File: config.mk
export PLATFORM = sky130hd
export DESIGN_NAME = pipelined_addsub
export DESIGN_NICKNAME = d
export VERILOG_FILES = /design/src/rtl/pipelined_addsub.sv
export SDC_FILE = /design/constraint.sdc
export NUM_CORES = 1
export LEC_CHECK = 0
export CORE_UTILIZATION = 45
export DETAILED_ROUTE_END_ITERATION = 10
export PLACE_DENSITY = 0.76
export SLEW_MARGIN = 15
export SYNTH_ARGS = -nofsm -noshare
export SYNTH_HDL_FRONTEND = slang
export SYNTH_SLANG_ARGS = --single-unit
File: constraint.sdc
create_clock -name clk -period 1.9 [get_ports clk]
set_input_delay 0.285 -clock clk [delete_from_list [all_inputs] [get_ports clk]]
set_output_delay 0.285 -clock clk [all_outputs]
set_load 0.01 [all_outputs]
File: src/rtl/pipelined_addsub.sv
// Pipelined ADD/SUB/ADC/SBB unit: the carry chain is cut into STAGE_W-bit slices,
// one register stage per slice, with valid/ready flow control on both sides.
module pipelined_addsub #(
    parameter int unsigned WIDTH   = 12,
    parameter int unsigned STAGE_W = 4
) (
    input  logic             clk,
    input  logic             rst,
    input  logic             in_valid,
    output logic             in_ready,
    input  logic [WIDTH-1:0] A,
    input  logic [WIDTH-1:0] B,
    input  logic             Cin,
    input  logic [1:0]       mode,
    output logic             out_valid,
    input  logic             out_ready,
    output logic [WIDTH-1:0] S,
    output logic             Cout,
    output logic             Ovf,
    output logic             Zero
);

    localparam int unsigned NSTAGES = (WIDTH + STAGE_W - 1) / STAGE_W;

    logic [NSTAGES-1:0] v_all_c;

    assign in_ready = g_st[0].en_c;

    for (genvar k = 0; k < NSTAGES; k++) begin : g_st
        localparam int unsigned LO = k * STAGE_W;
        localparam int unsigned HI = (LO + STAGE_W < WIDTH) ? LO + STAGE_W : WIDTH;
        localparam int unsigned SW = HI - LO;
        localparam int unsigned RW = WIDTH - LO;

        logic          v_q;
        logic          cy_q;
        logic [HI-1:0] s_q;
        logic          en_c;
        logic          load_c;
        logic          v_in_c;
        logic          c_in_c;
        logic [RW-1:0] a_rem_c;
        logic [RW-1:0] b_rem_c;
        logic [HI-1:0] s_next_c;
        logic [SW:0]   slice_c;

        // A stage may load while any stage from here to the output is empty or the sink drains.
        assign v_all_c[k] = v_q;
        assign en_c       = out_ready | ~(&v_all_c[NSTAGES-1:k]);
        assign load_c     = en_c & v_in_c;
        assign slice_c    = {1'b0, a_rem_c[SW-1:0]} + {1'b0, b_rem_c[SW-1:0]} + (SW+1)'(c_in_c);

        if (k == 0) begin : g_head
            // Subtraction is A + ~B with carry-in 1 (SUB) or Cin (SBB).
            assign v_in_c   = in_valid;
            assign a_rem_c  = A;
            assign b_rem_c  = mode[0] ? ~B : B;
            assign c_in_c   = mode[1] ? Cin : mode[0];
            assign s_next_c = slice_c[SW-1:0];
        end else begin : g_body
            assign v_in_c   = g_st[k-1].v_q;
            assign a_rem_c  = g_st[k-1].g_fwd.a_q;
            assign b_rem_c  = g_st[k-1].g_fwd.b_q;
            assign c_in_c   = g_st[k-1].cy_q;
            assign s_next_c = {slice_c[SW-1:0], g_st[k-1].s_q};
        end

        // Data only moves with a valid beat so idle X operands never reach the outputs.
        always_ff @(posedge clk or posedge rst) begin
            if (rst) begin
                v_q  <= 1'b0;
                cy_q <= 1'b0;
                s_q  <= '0;
            end else begin
                if (en_c) begin
                    v_q <= v_in_c;
                end
                if (load_c) begin
                    cy_q <= slice_c[SW];
                    s_q  <= s_next_c;
                end
            end
        end

        if (k < NSTAGES - 1) begin : g_fwd
            // Skew registers: operand bits not yet consumed travel with the beat.
            logic [WIDTH-HI-1:0] a_q;
            logic [WIDTH-HI-1:0] b_q;

            always_ff @(posedge clk or posedge rst) begin
                if (rst) begin
                    a_q <= '0;
                    b_q <= '0;
                end else if (load_c) begin
                    a_q <= a_rem_c[RW-1:SW];
                    b_q <= b_rem_c[RW-1:SW];
                end
            end
        end else begin : g_tail
            logic ovf_q;
            logic zero_q;

            // Carry into the true MSB is recovered as sum ^ a ^ b at that bit.
            always_ff @(posedge clk or posedge rst) begin
                if (rst) begin
                    ovf_q  <= 1'b0;
                    zero_q <= 1'b0;
                end else if (load_c) begin
                    ovf_q  <= slice_c[SW] ^ (slice_c[SW-1] ^ a_rem_c[SW-1] ^ b_rem_c[SW-1]);
                    zero_q <= ~|s_next_c;
                end
            end

            assign out_valid = v_q;
            assign S         = s_q;
            assign Cout      = cy_q;
            assign Ovf       = ovf_q;
            assign Zero      = zero_q;
        end
    end

endmodule

# Yosys cells after proc, flatten, opt, wreduce, memory -nomap -nowiden
# Index checks and enable logic that the tools add are counted.
# Widths: inputs -> output; s select.
# classes
addsub	6
multipliers	0
div	0
n_lt_le_gt_ge	0
n_eq_ne	0
shifts	0
n_mux	2
bitwise_logic	13
n_reduce_logical	4
# op_table
operator	n
$add 4x4->5	3
$add 5x1->5	3
$mux 12	1
$not 12->12	1
$reduce_or 12->1	1
$and 1x1->1	3
$not 1->1	3
$or 1x1->1	3
$reduce_and 3->1	1
$xor 1x1->1	3
$reduce_and 2->1	1
$logic_not 1->1	1
$mux 1	1
# word_totals
reg_bits	56
latchBits	0
mem_bits_rw	0
rom_bits	0
in_bits	31
out_inout_bits	17
wordCells	40
mem_count	0

# Logic depth before layout (Yosys ltp)
# logic_depth
depth_word	5
mapped_depth	8
mapped_depth_nobuf	8

# Worst setup path before layout
# OpenSTA, ideal clock, no wires.
# synth_path
path_type	input -> register
start	input port mode[0]
end	register g_st[0].cy_q
setup_ns	0.127
t_arrival_ns	2.050
required_time_ns	1.773
setup_slack_ns	-0.277
path_stages	8
path_buffers	2
path_cell_list	buf_2 buf_2 mux2_2 fa_1 fa_1 a21o_1 a21oi_1 o21ai_0
# synth_between
elab_chain_cells	3
word_cells_on_any_way	4
classes_between	add/sub (2); mux (2)
# synth_rtl
item	line	text
from (decl)	14	input logic [1:0] mode,
$mux 12	57	assign b_rem_c = mode[0] ? ~B : B;
$add 4x4->5	51	assign slice_c = {1'b0, a_rem_c[SW-1:0]} + {1'b0, b_rem_c[SW-1:0]} + (SW+1)'(c_in_c);
$add 5x1->5 (*)	51	
to (signal assigned)	79	cy_q <= slice_c[SW];
to (decl)	36	logic cy_q;
# Mark *: on every way between the ends. The rest lies on a longest branch, timed or not.
# A chain may end at the register's enable or synchronous reset.

# Worst setup path after layout
# layout_path
start	register g_st[1].g_fwd.b_q[0]
end	register g_st[2].g_tail.ovf_q, in the netlist Ovf
# layout_between
elab_chain_cells	5
# layout_rtl
item	line	text
from (decl)	88	logic [WIDTH-HI-1:0] b_q;
from (signal assigned)	96	b_q <= b_rem_c[RW-1:SW];
$add 4x4->5 (*)	51	
$add 5x1->5 (*)	51	
$xor 1x1->1 (2 in series)	109	ovf_q <= slice_c[SW] ^ (slice_c[SW-1] ^ a_rem_c[SW-1] ^ b_rem_c[SW-1]);
$xor 1x1->1 (*)	109	
to (signal assigned)	109	
to (decl)	100	logic ovf_q;
# Marks and branches as above.

==> run metrics <==
status finished, final reports clean; sequential share of the synthesized area 52.8%; DR pass1 iterations 4; remaining antenna violation count after routing 0; Lkg Pwr 0.00151 uW; HPWL after DPL 3350 um; Buffers on Ports 47; Power Total 4060 uW; Initial Utilization 47.3%; Gate Count Post-Synth 208; Worst Path Arrival 2.03 ns; Core Footprint 5610 um^2; row count 27; first-pass GRT wire length 7480 um; worst slew pin tran 0.389 ns; n_diodes 0; max_slew headroom 74.0%; Mapped Area 2660 um^2; FMAX 0.543 GHz; startpoint types register; Worst-path clk slew 0.09 ns; Final #Nets 312; CP max FO 3; Boundary Pins 48; CTS sink cnt 56; gr ovfl total 0; final WL 4390 um; CTS Root Cell clkbuf_8; RSZ-0062 raised after global routing true; post-synth net total 254; worst vdd ir 0.555 mV; Crit. End Element register; max-slew violations 0; Worst-Skew Late Latency 0.31 ns; pwr dens 1190 nW/um^2; largest net degree at the start of global routing 38; Routed wire per std cell 13.0 um; vias per cell 4.84; crit path time final 1.84 ns; CTS Buffer Depth 2; Routability Congestion 0.737; Post-Route Skew 0.00783 ns; TritonCTS clock tree yes; DIE WIDTH 78.8 um; final hold slack 0.310 ns; Num CTS Buffers 5; Max stage delay on crit path 0.42 ns; initial antenna violation count 0; Unique masters post-synth 29; die area 6210 um^2; Via Count 1635; # setup viols final 0; Slowest-stage cell, CP dfrtp_1; cells along the critical path fa_2, buf_4, a21o_1, a21oi_2, xnor2_2, xnor2_1, o21ai_1; vias in the first global route 1643; Total GRT Usage 15.9%; DR iter-0 viols 55; die height 78.8 um; Ys Warns 0; FF-to-FF path depth 7; Final Cycle Share 97.0%; P&R area growth vs syn 28.9%; Hold Fails Final Rpt 0; max cap viols 0; Worst Path Required 2.08 ns; Post-Syn Area per Cell 12.8 um^2; Hold WC Path Type input pin to async pin; DRC 0; layout cells sized above 1 22.9%; Setup CP Type register to register; number of H-tree levels 2; Synth Register Bits 56
worst paths after layout:
path | start | endpoint | slack [ns]
setup / recovery | g_st[1].g_fwd.b_q[0] | Ovf | 0.06
hold / removal | rst | S[8] | 0.31
setup reg to reg | g_st[1].g_fwd.b_q[0] | Ovf | 0.06
hold reg to reg | g_st[0].g_fwd.b_q[4] | g_st[0].g_fwd.b_q[4] | 0.49
max in group asynchronous | rst | g_st[0].g_fwd.b_q[5] | 1.36
min in group clk | g_st[0].g_fwd.b_q[4] | g_st[0].g_fwd.b_q[4] | 0.49
worst max-delay path, delay by kind of cell, from the launching register on:
kind / cells / cell delay, ns
adder cells (fa/ha/maj): 1 / 0.41
flip-flops: 1 / 0.42
XOR/XNOR: 2 / 0.34
buffers and inverters: 1 / 0.14
AO/OA/AOI/OAI: 3 / 0.41
registers in the layout (all words and copies together), names as in the netlist:
name / count
Ovf: 1
Zero: 1
Cout: 1
g_st.s_q: 12
out_valid: 1
g_st.g_fwd.b_q: 12
S: 12
g_st.cy_q: 2
g_st.g_fwd.a_q: 12
g_st.v_q: 2
per-stage QoR:
step / std cells / utilization [%] / instance area, um^2 / TNS [ns] / worst slack (ns)
final: 338 / 61.0 / 3420 / 0 / 0.0577
after global routing: 338 / 61.0 / 3420 / -0.0985 / -0.0502
after CTS: 337 / 60.2 / 3380 / 0 / 0.00603
after detailed placement: 330 / 58.7 / 3290 / -1.45 / -0.406
after global placement: 330 / 58.7 / 3290 / -1.30 / -0.384
after floorplan: 208 / - / 2690 / -0.104 / -0.0771
cells in the mapped netlist, drive strengths merged:
master  instances  share of area [%]
a21o            5                1.4
a21oi           7                1.5
buf             8                2.2
dfrtp          56                 53
fa              6                4.5
ha              9                4.2
inv             8                1.1
mux2           35                 15
nand2          21                3.2
nand2b          4               0.94
nand3b          1               0.28
nand4           1               0.24
nand4b          1               0.57
nor2            4               0.57
nor4            1               0.24
nor4b           1               0.33
o21ai          17                3.2
o31ai           1               0.28
or2b            1               0.28
xnor2          12                4.2
xor2            9                3.0
cells in the final DEF (no fill, tap or decap), types with 3 or more instances in the layout:
| master | synthesis | layout |
|---|---|---|
| buf_12 | 0 | 3 |
| xor2_1 | 9 | 8 |
| inv_1 | 8 | 7 |
| a21o_1 | 5 | 5 |
| nor2_1 | 4 | 4 |
| buf_4 | 2 | 9 |
| o21ai_1 | 1 | 3 |
| xnor2_1 | 11 | 10 |
| nand2b_1 | 4 | 3 |
| a21oi_1 | 6 | 5 |
| mux2_4 | 1 | 3 |
| mux2_1 | 8 | 8 |
| o21ai_0 | 16 | 14 |
| dfrtp_1 | 56 | 56 |
| clkbuf_8 | 0 | 5 |
| mux2_2 | 26 | 24 |
| ha_1 | 9 | 9 |
| dlygate4sd2_1 | 0 | 3 |
| clkdlybuf4s50_1 | 0 | 44 |
| nand2_1 | 19 | 19 |
| fa_2 | 0 | 4 |
routing by layer:
layer / part of all wire (%) / wire length [um] / track usage [%] / vias up
li1: - / - / - / 818
met1: 47 / 2060 / 21.1 / 773
met2: 48 / 2100 / 25.8 / 39
met3: 3.0 / 132 / 2.07 / 5
met4: 2.0 / 87 / 7.64 / 0
met5: 0 / 0 / 0 / -
power breakdown:
part	internal [uW]	total [uW]	leakage [uW]	switching [uW]
sequential	1560	1820	0.000670	255
combinational	965	1640	0.000804	673
clock	252	607	0.0000410	355
cells by family after synthesis:
family                   synth area share, %
flip-flops                              52.8
adder cells (fa/ha/maj)                 8.77
XOR/XNOR                                7.21
AND/OR/NAND/NOR                         6.60
AO/OA/AOI/OAI                           6.36
multiplexers                            15.0
buffers and inverters                   3.30
final cells by class:
| type | count | area (um^2) |
|---|---|---|
| Clock buffer | 6 | 72.6 |
| Clock inverter | 1 | 5.00 |
| Fill cell | 469 | 2190 |
| Inverter | 8 | 30.0 |
| Multi-Input combinational cell | 136 | 1230 |
| Sequential cell | 56 | 1400 |
| Tap cell | 72 | 90.1 |
| Timing Repair Buffer | 59 | 594 |
what timing repair did:
item / 4_1_cts / 5_1_grt
pin swaps: 9 / 3
resized for setup: 8 / 6
hold buffers: 0 / 0
buffers inserted: 0 / 1
gates cloned: 0 / 0
endpoints found under the setup margin: 5 / 2
Note: power is estimated with default switching activity, not from simulation.
